`src/rtl/gamepad_pkg.sv`:
```
// Shared definitions for the SNES-style pad poller: button bit positions, FSM states, default timing.
// Button positions follow the existing decoder: the first bit on the wire (B) is the MSB.
package gamepad_pkg;

    localparam int BTN_B      = 11;
    localparam int BTN_Y      = 10;
    localparam int BTN_SELECT = 9;
    localparam int BTN_START  = 8;
    localparam int BTN_UP     = 7;
    localparam int BTN_DOWN   = 6;
    localparam int BTN_LEFT   = 5;
    localparam int BTN_RIGHT  = 4;
    localparam int BTN_A      = 3;
    localparam int BTN_X      = 2;
    localparam int BTN_L      = 1;
    localparam int BTN_R      = 0;

    // Defaults give ~12 us latch and ~6 us clock phases at 25 MHz
    localparam int DEF_BIT_WIDTH    = 12;
    localparam int DEF_LATCH_CYCLES = 300;
    localparam int DEF_HALF_PERIOD  = 150;

    typedef enum logic [2:0] {
        IDLE,
        LATCH,
        HIGH,
        LOW,
        DONE
    } poll_state_t;

endpackage

```
`src/rtl/gamepad_poll_controller_sync_2ff.sv`:
```
// Two-flop synchronizer for one asynchronous input, with a configurable reset value; 2 clk latency.
// No handshake: the output simply follows the input two cycles late.
module sync_2ff #(
    parameter logic RST_VAL = 1'b0
) (
    input  logic clk,
    input  logic reset,
    input  logic d,
    output logic q
);

    logic meta_q, meta_d;
    logic sync_q, sync_d;

    always_comb begin
        meta_d = d;
        sync_d = meta_q;
    end

    always_ff @(posedge clk) begin
        if (reset) begin
            meta_q <= RST_VAL;
            sync_q <= RST_VAL;
        end else begin
            meta_q <= meta_d;
            sync_q <= sync_d;
        end
    end

    assign q = sync_q;

endmodule

```
`src/rtl/gamepad_poll_controller.sv`:
```
// SNES pad poll sequencer: drives latch/clock, samples the serial line, registers the button word and press events.
// buttons_valid arrives LATCH_CYCLES+(2*BIT_WIDTH-1)*HALF_PERIOD+1 clk after an accepted frame_start; requests while busy are dropped.
module gamepad_poll_controller
    import gamepad_pkg::*;
#(
    parameter int BIT_WIDTH    = DEF_BIT_WIDTH,
    parameter int LATCH_CYCLES = DEF_LATCH_CYCLES,
    parameter int HALF_PERIOD  = DEF_HALF_PERIOD
) (
    input  logic                 clk,
    input  logic                 reset,
    input  logic                 enable,
    input  logic                 frame_start,
    input  logic                 pad_data,
    output logic                 pad_latch,
    output logic                 pad_clk,
    output logic [BIT_WIDTH-1:0] buttons,
    output logic                 buttons_valid,
    output logic [BIT_WIDTH-1:0] pressed_evt,
    output logic                 busy
);

    localparam int CNT_MAX = (LATCH_CYCLES > HALF_PERIOD) ? LATCH_CYCLES : HALF_PERIOD;
    localparam int CNT_W   = (CNT_MAX > 1) ? $clog2(CNT_MAX) : 1;
    localparam int IDX_W   = (BIT_WIDTH > 1) ? $clog2(BIT_WIDTH) : 1;

    localparam logic [CNT_W-1:0] LATCH_LOAD = CNT_W'(LATCH_CYCLES - 1);
    localparam logic [CNT_W-1:0] HALF_LOAD  = CNT_W'(HALF_PERIOD - 1);
    localparam logic [IDX_W-1:0] LAST_IDX   = IDX_W'(BIT_WIDTH - 1);

    poll_state_t            state_q, state_d;
    logic [CNT_W-1:0]       cnt_q, cnt_d;
    logic [IDX_W-1:0]       bit_idx_q, bit_idx_d;
    logic [BIT_WIDTH-1:0]   shift_q, shift_d;
    logic [BIT_WIDTH-1:0]   buttons_q, buttons_d;
    logic [BIT_WIDTH-1:0]   pressed_evt_q, pressed_evt_d;
    logic                   buttons_valid_q, buttons_valid_d;
    logic                   pad_latch_q, pad_latch_d;
    logic                   pad_clk_q, pad_clk_d;
    logic                   busy_q, busy_d;
    logic                   pad_data_s;

    // Line idles high (released) so reset must not look like a press
    sync_2ff #(
        .RST_VAL (1'b1)
    ) u_pad_sync (
        .clk   (clk),
        .reset (reset),
        .d     (pad_data),
        .q     (pad_data_s)
    );

    always_comb begin
        state_d         = state_q;
        cnt_d           = cnt_q;
        bit_idx_d       = bit_idx_q;
        shift_d         = shift_q;
        buttons_d       = buttons_q;
        pressed_evt_d   = '0;
        buttons_valid_d = 1'b0;

        case (state_q)
            IDLE: begin
                if (frame_start && enable) begin
                    state_d   = LATCH;
                    cnt_d     = LATCH_LOAD;
                    bit_idx_d = '0;
                end
            end
            LATCH: begin
                if (cnt_q == '0) begin
                    state_d = HIGH;
                    cnt_d   = HALF_LOAD;
                end else begin
                    cnt_d = cnt_q - CNT_W'(1);
                end
            end
            HIGH: begin
                // Sample at the end of the high phase so the synchronizer has settled on the new bit
                if (cnt_q == '0) begin
                    shift_d = {shift_q[BIT_WIDTH-2:0], ~pad_data_s};
                    if (bit_idx_q == LAST_IDX) begin
                        state_d = DONE;
                    end else begin
                        state_d = LOW;
                        cnt_d   = HALF_LOAD;
                    end
                end else begin
                    cnt_d = cnt_q - CNT_W'(1);
                end
            end
            LOW: begin
                if (cnt_q == '0) begin
                    state_d   = HIGH;
                    cnt_d     = HALF_LOAD;
                    bit_idx_d = bit_idx_q + IDX_W'(1);
                end else begin
                    cnt_d = cnt_q - CNT_W'(1);
                end
            end
            DONE: begin
                buttons_d       = shift_q;
                pressed_evt_d   = shift_q & ~buttons_q;
                buttons_valid_d = 1'b1;
                state_d         = IDLE;
            end
            default: begin
                state_d = IDLE;
            end
        endcase

        // Pad strobes are registered off the next state so they line up with state_q
        pad_latch_d = (state_d == LATCH);
        pad_clk_d   = (state_d != LOW);
        busy_d      = (state_d != IDLE);
    end

    always_ff @(posedge clk) begin
        if (reset) begin
            state_q         <= IDLE;
            cnt_q           <= '0;
            bit_idx_q       <= '0;
            shift_q         <= '0;
            buttons_q       <= '0;
            pressed_evt_q   <= '0;
            buttons_valid_q <= 1'b0;
            pad_latch_q     <= 1'b0;
            pad_clk_q       <= 1'b1;
            busy_q          <= 1'b0;
        end else begin
            state_q         <= state_d;
            cnt_q           <= cnt_d;
            bit_idx_q       <= bit_idx_d;
            shift_q         <= shift_d;
            buttons_q       <= buttons_d;
            pressed_evt_q   <= pressed_evt_d;
            buttons_valid_q <= buttons_valid_d;
            pad_latch_q     <= pad_latch_d;
            pad_clk_q       <= pad_clk_d;
            busy_q          <= busy_d;
        end
    end

    assign pad_latch     = pad_latch_q;
    assign pad_clk       = pad_clk_q;
    assign buttons       = buttons_q;
    assign buttons_valid = buttons_valid_q;
    assign pressed_evt   = pressed_evt_q;
    assign busy          = busy_q;

endmodule

```
`config.mk`:
```
export PLATFORM = sky130hd
export DESIGN_NAME = gamepad_poll_controller
export DESIGN_NICKNAME = d
export VERILOG_FILES = /design/src/rtl/gamepad_pkg.sv /design/src/rtl/gamepad_poll_controller_sync_2ff.sv /design/src/rtl/gamepad_poll_controller.sv
export SDC_FILE = /design/constraint.sdc
export NUM_CORES = 1
export LEC_CHECK = 0
export BUFFER_PORTS_ARGS = -buffer_cell sky130_fd_sc_hd__buf_2
export CAP_MARGIN = 25
export CORE_UTILIZATION = 30
export CTS_CLUSTER_SIZE = 10
export DETAILED_ROUTE_END_ITERATION = 6
export PLACE_DENSITY = 0.53
export SLEW_MARGIN = 30
export SYNTH_ARGS = -nofsm -noshare
export SYNTH_HDL_FRONTEND = slang
export SYNTH_SLANG_ARGS = --single-unit
```
`constraint.sdc`:
```
create_clock -name clk -period 2.8 [get_ports clk]
set_input_delay 0.14 -clock clk [delete_from_list [all_inputs] [get_ports clk]]
set_output_delay 0.14 -clock clk [all_outputs]
set_load 0.01 [all_outputs]
```
==> impl_metrics.tcl <==
set metrics [dict create \
    final-seq-area_um2 1160 \
    fin_worst_skew_ns 0.00666 \
    status "finished, final reports clean" \
    avgSynthCellArea_um2 9.23 \
    worst_r2r_path_depth 6 \
    arrival_ns 2.44 \
    core-area_um2 6940 \
    synth_nets 247 \
    grtUsageTotal 0.129 \
    syn_area_um2 2210 \
    worst-setup-path-type "flip-flop to flip-flop" \
    ant_nets 0 \
    reg2reg_to "cnt_q[8]$_SDFFE_PP0P_" \
    clock_sinks 58 \
    cts_tree "built" \
    synthCells 240 \
    hp-class "input pin to flip-flop" \
    synth_seq_cells 58 \
    relSlewSlack 0.495 \
    grt_max_degree 35 \
    die_w_um 87.9 \
    seq_area_frac_synth 0.524 \
    final_nets 283 \
    startpoint_type "flip-flop" \
    hold_path_end "busy$_SDFF_PP0_" \
    period_minus_slack_ns 2.16 \
    synth_enable_flop_cells 0 \
    antenna_found_initial 0 \
    cts.clk_slew.worst_paths_ns 0.07 \
    cts_resized 0 \
    mostFrequentLayoutCells "dfxtp_1, nand2_1, buf_2, nor2_1, mux2i_1" \
    stdcell_count 376 \
    cts_buffers 9 \
    gp_congestion 0.816 \
    initialDrtViolationCount 79 \
    vdd_drop_max_v 0.000224 \
    multiInputGateArea_um2 981 \
    fp-row-count 30 \
    die_h_um 87.9 \
    hold-path-cell-count 3 \
    setup_violations 0 \
    end_kind "flip-flop" \
    tns_ns 0 \
    drc_errors 0 \
    grt_pass1_vias 1586 \
    vias 1754 \
    async_reset_ff_frac 0 \
    drive_above_1_share 0.221 \
    cts-htree-levels 3 \
    drv_slew 0 \
    boundaryPins 33 \
    clk_latency_ns 0.33 \
    layout.cells.most_common "dfxtp_1" \
    rsz0062_at_grt "no" \
    num_antenna_cells 0 \
    grt_first_pass_wirelength_mm 7.49 \
    clockBufferDepth 2 \
    power_density_nw_per_um2 665 \
    portBuffers 32 \
    regToRegStartpoint "cnt_q[0]$_SDFFE_PP0P_" \
    max_freq_ghz 0.463 \
    hpwl_mm 2.94 \
    required_ns 3.08 \
    tightest_slew_ns 0.751 \
    finish.utilization 0.380 \
    synthFlopType "dfxtp_1" \
    regToRegSetupSlack_ns 0.64 \
    hold_start "enable" \
    fillers 725 \
    leakagePower_uw 0.00123 \
    finalHoldViolations 0 \
    cts-root-buf "clkbuf_8" \
    p_total_uw 1750 \
    initial_core_util 0.319 \
    routedWlPerCell_um 11.9 \
    vias_per_cell 4.66 \
    drv_cap 0 \
    worstPathMaxFanout 10 \
    drt-pass1-iter-count 4 \
    routed_wl_mm 4.46 \
    synth_cell_type_count 42 \
    fin_crit_sh 0.771 \
    area_delta_synth_final_pct 19.0 \
    ys_warn_count 0 \
    dieArea_um2 7730 \
    overflow 0 \
    place_inst 360 \
]
## worst max-delay path, cell delays in order, from the launching register on
cell,delay (ns)
dfxtp_1,0.35
inv_1,0.07
ha_1,0.22
nor4b_4,0.52
nand4_1,0.45
a41oi_1,0.35
o21ba_2,0.14
## where the power goes
part           switching, µW  internal (µW)  leakage (µW)  total, µW
sequential              38.6            851      0.000470        890
combinational            141           92.3      0.000683        234
clock                    321            308     0.0000806        629
total                    501           1250       0.00123       1750
## repair_timing
item / in CTS / in global routing
buffers inserted: 0 / 0
endpoints found under the hold margin: 1 / 0
hold buffers: 1 / 0
## cell type report
| cell class | count | share of cell area |
|---|---|---|
| flip-flops and latches | 58 | 0.440 |
| inverters | 8 | 0.0114 |
| multi-input cells | 164 | 0.372 |
| clock inverters | 6 | 0.0133 |
| repair buffers | 35 | 0.0702 |
| clock buffers | 9 | 0.0470 |
| well taps | 96 | 0.0456 |
## synthesized netlist by cell type, types with 2 or more instances
master	number	area, µm²
a211oi_1	5	37.5
a21boi_0	2	15.0
a21o_1	2	15.0
a21oi_1	10	50.1
a221oi_1	2	17.5
a311oi_1	2	17.5
a31o_2	2	17.5
a41oi_1	2	17.5
clkbuf_1	8	30.0
dfxtp_1	58	1160
ha_1	2	25.0
inv_1	8	30.0
mux2i_1	12	120
nand2_1	42	158
nand3_1	5	25.0
nor2_1	29	109
nor3_1	8	40.0
nor4_1	5	31.3
nor4b_1	2	17.5
o211ai_1	2	15.0
o21a_1	2	15.0
o21ai_0	5	25.0
or2_2	4	25.0
or3_1	3	18.8
## through the flow
step | hold slack (ns) | area (µm²) | worst slack, ns
after global routing | 0.272 | 2640 | 0.506
after detailed placement | 0.326 | 2470 | 0.696
after floorplan | 0.244 | 2210 | 0.929
final | 0.222 | 2640 | 0.642
after global placement | 0.326 | 2460 | 0.733
after CTS | 0.224 | 2640 | 0.675
## how the worst max path moves through the flow
stage / startpoint / endpoint / slack (ns) / cells past startpoint
floorplan: cnt_q[0]$_SDFFE_PP0P_ / shift_q[10]$_SDFFE_PP0P_ / 0.93 / 7
CTS: cnt_q[0]$_SDFFE_PP0P_ / cnt_q[8]$_SDFFE_PP0P_ / 0.67 / 6
detailed placement: cnt_q[0]$_SDFFE_PP0P_ / cnt_q[8]$_SDFFE_PP0P_ / 0.70 / 6
finish: cnt_q[0]$_SDFFE_PP0P_ / cnt_q[8]$_SDFFE_PP0P_ / 0.64 / 6
global route: cnt_q[0]$_SDFFE_PP0P_ / cnt_q[8]$_SDFFE_PP0P_ / 0.51 / 6
global placement: cnt_q[0]$_SDFFE_PP0P_ / cnt_q[8]$_SDFFE_PP0P_ / 0.73 / 6
## flip-flops by register name, summed over array words and instances (netlist names)
register	cells
state_q	3
u_pad_sync.q	1
pad_clk	1
u_pad_sync.meta_q	1
buttons	12
pressed_evt	12
bit_idx_q	4
busy	1
pad_latch	1
shift_q	12
cnt_q	9
buttons_valid	1
## routing by layer
metal,GRT usage,up-vias,part of all wire
met2,0.193,31,0.45
li1,-,911,-
met3,0.0320,6,0.035
met1,0.164,806,0.50
met5,0,-,0
met4,0.0879,0,0.019
## cell families (layout without fill, tap and decap cells)
logic type / count (synthesis) / after routing / synth area share
buffers and inverters: 18 / 58 / 0.0345
DFF: 58 / 58 / 0.524
muxes: 12 / 12 / 0.0542
and+or+nand+nor: 108 / 108 / 0.243
AOI/OAI and AO/OA: 42 / 42 / 0.133
adders and majority gates: 2 / 2 / 0.0113
Note: power is estimated with default switching activity, not from simulation.
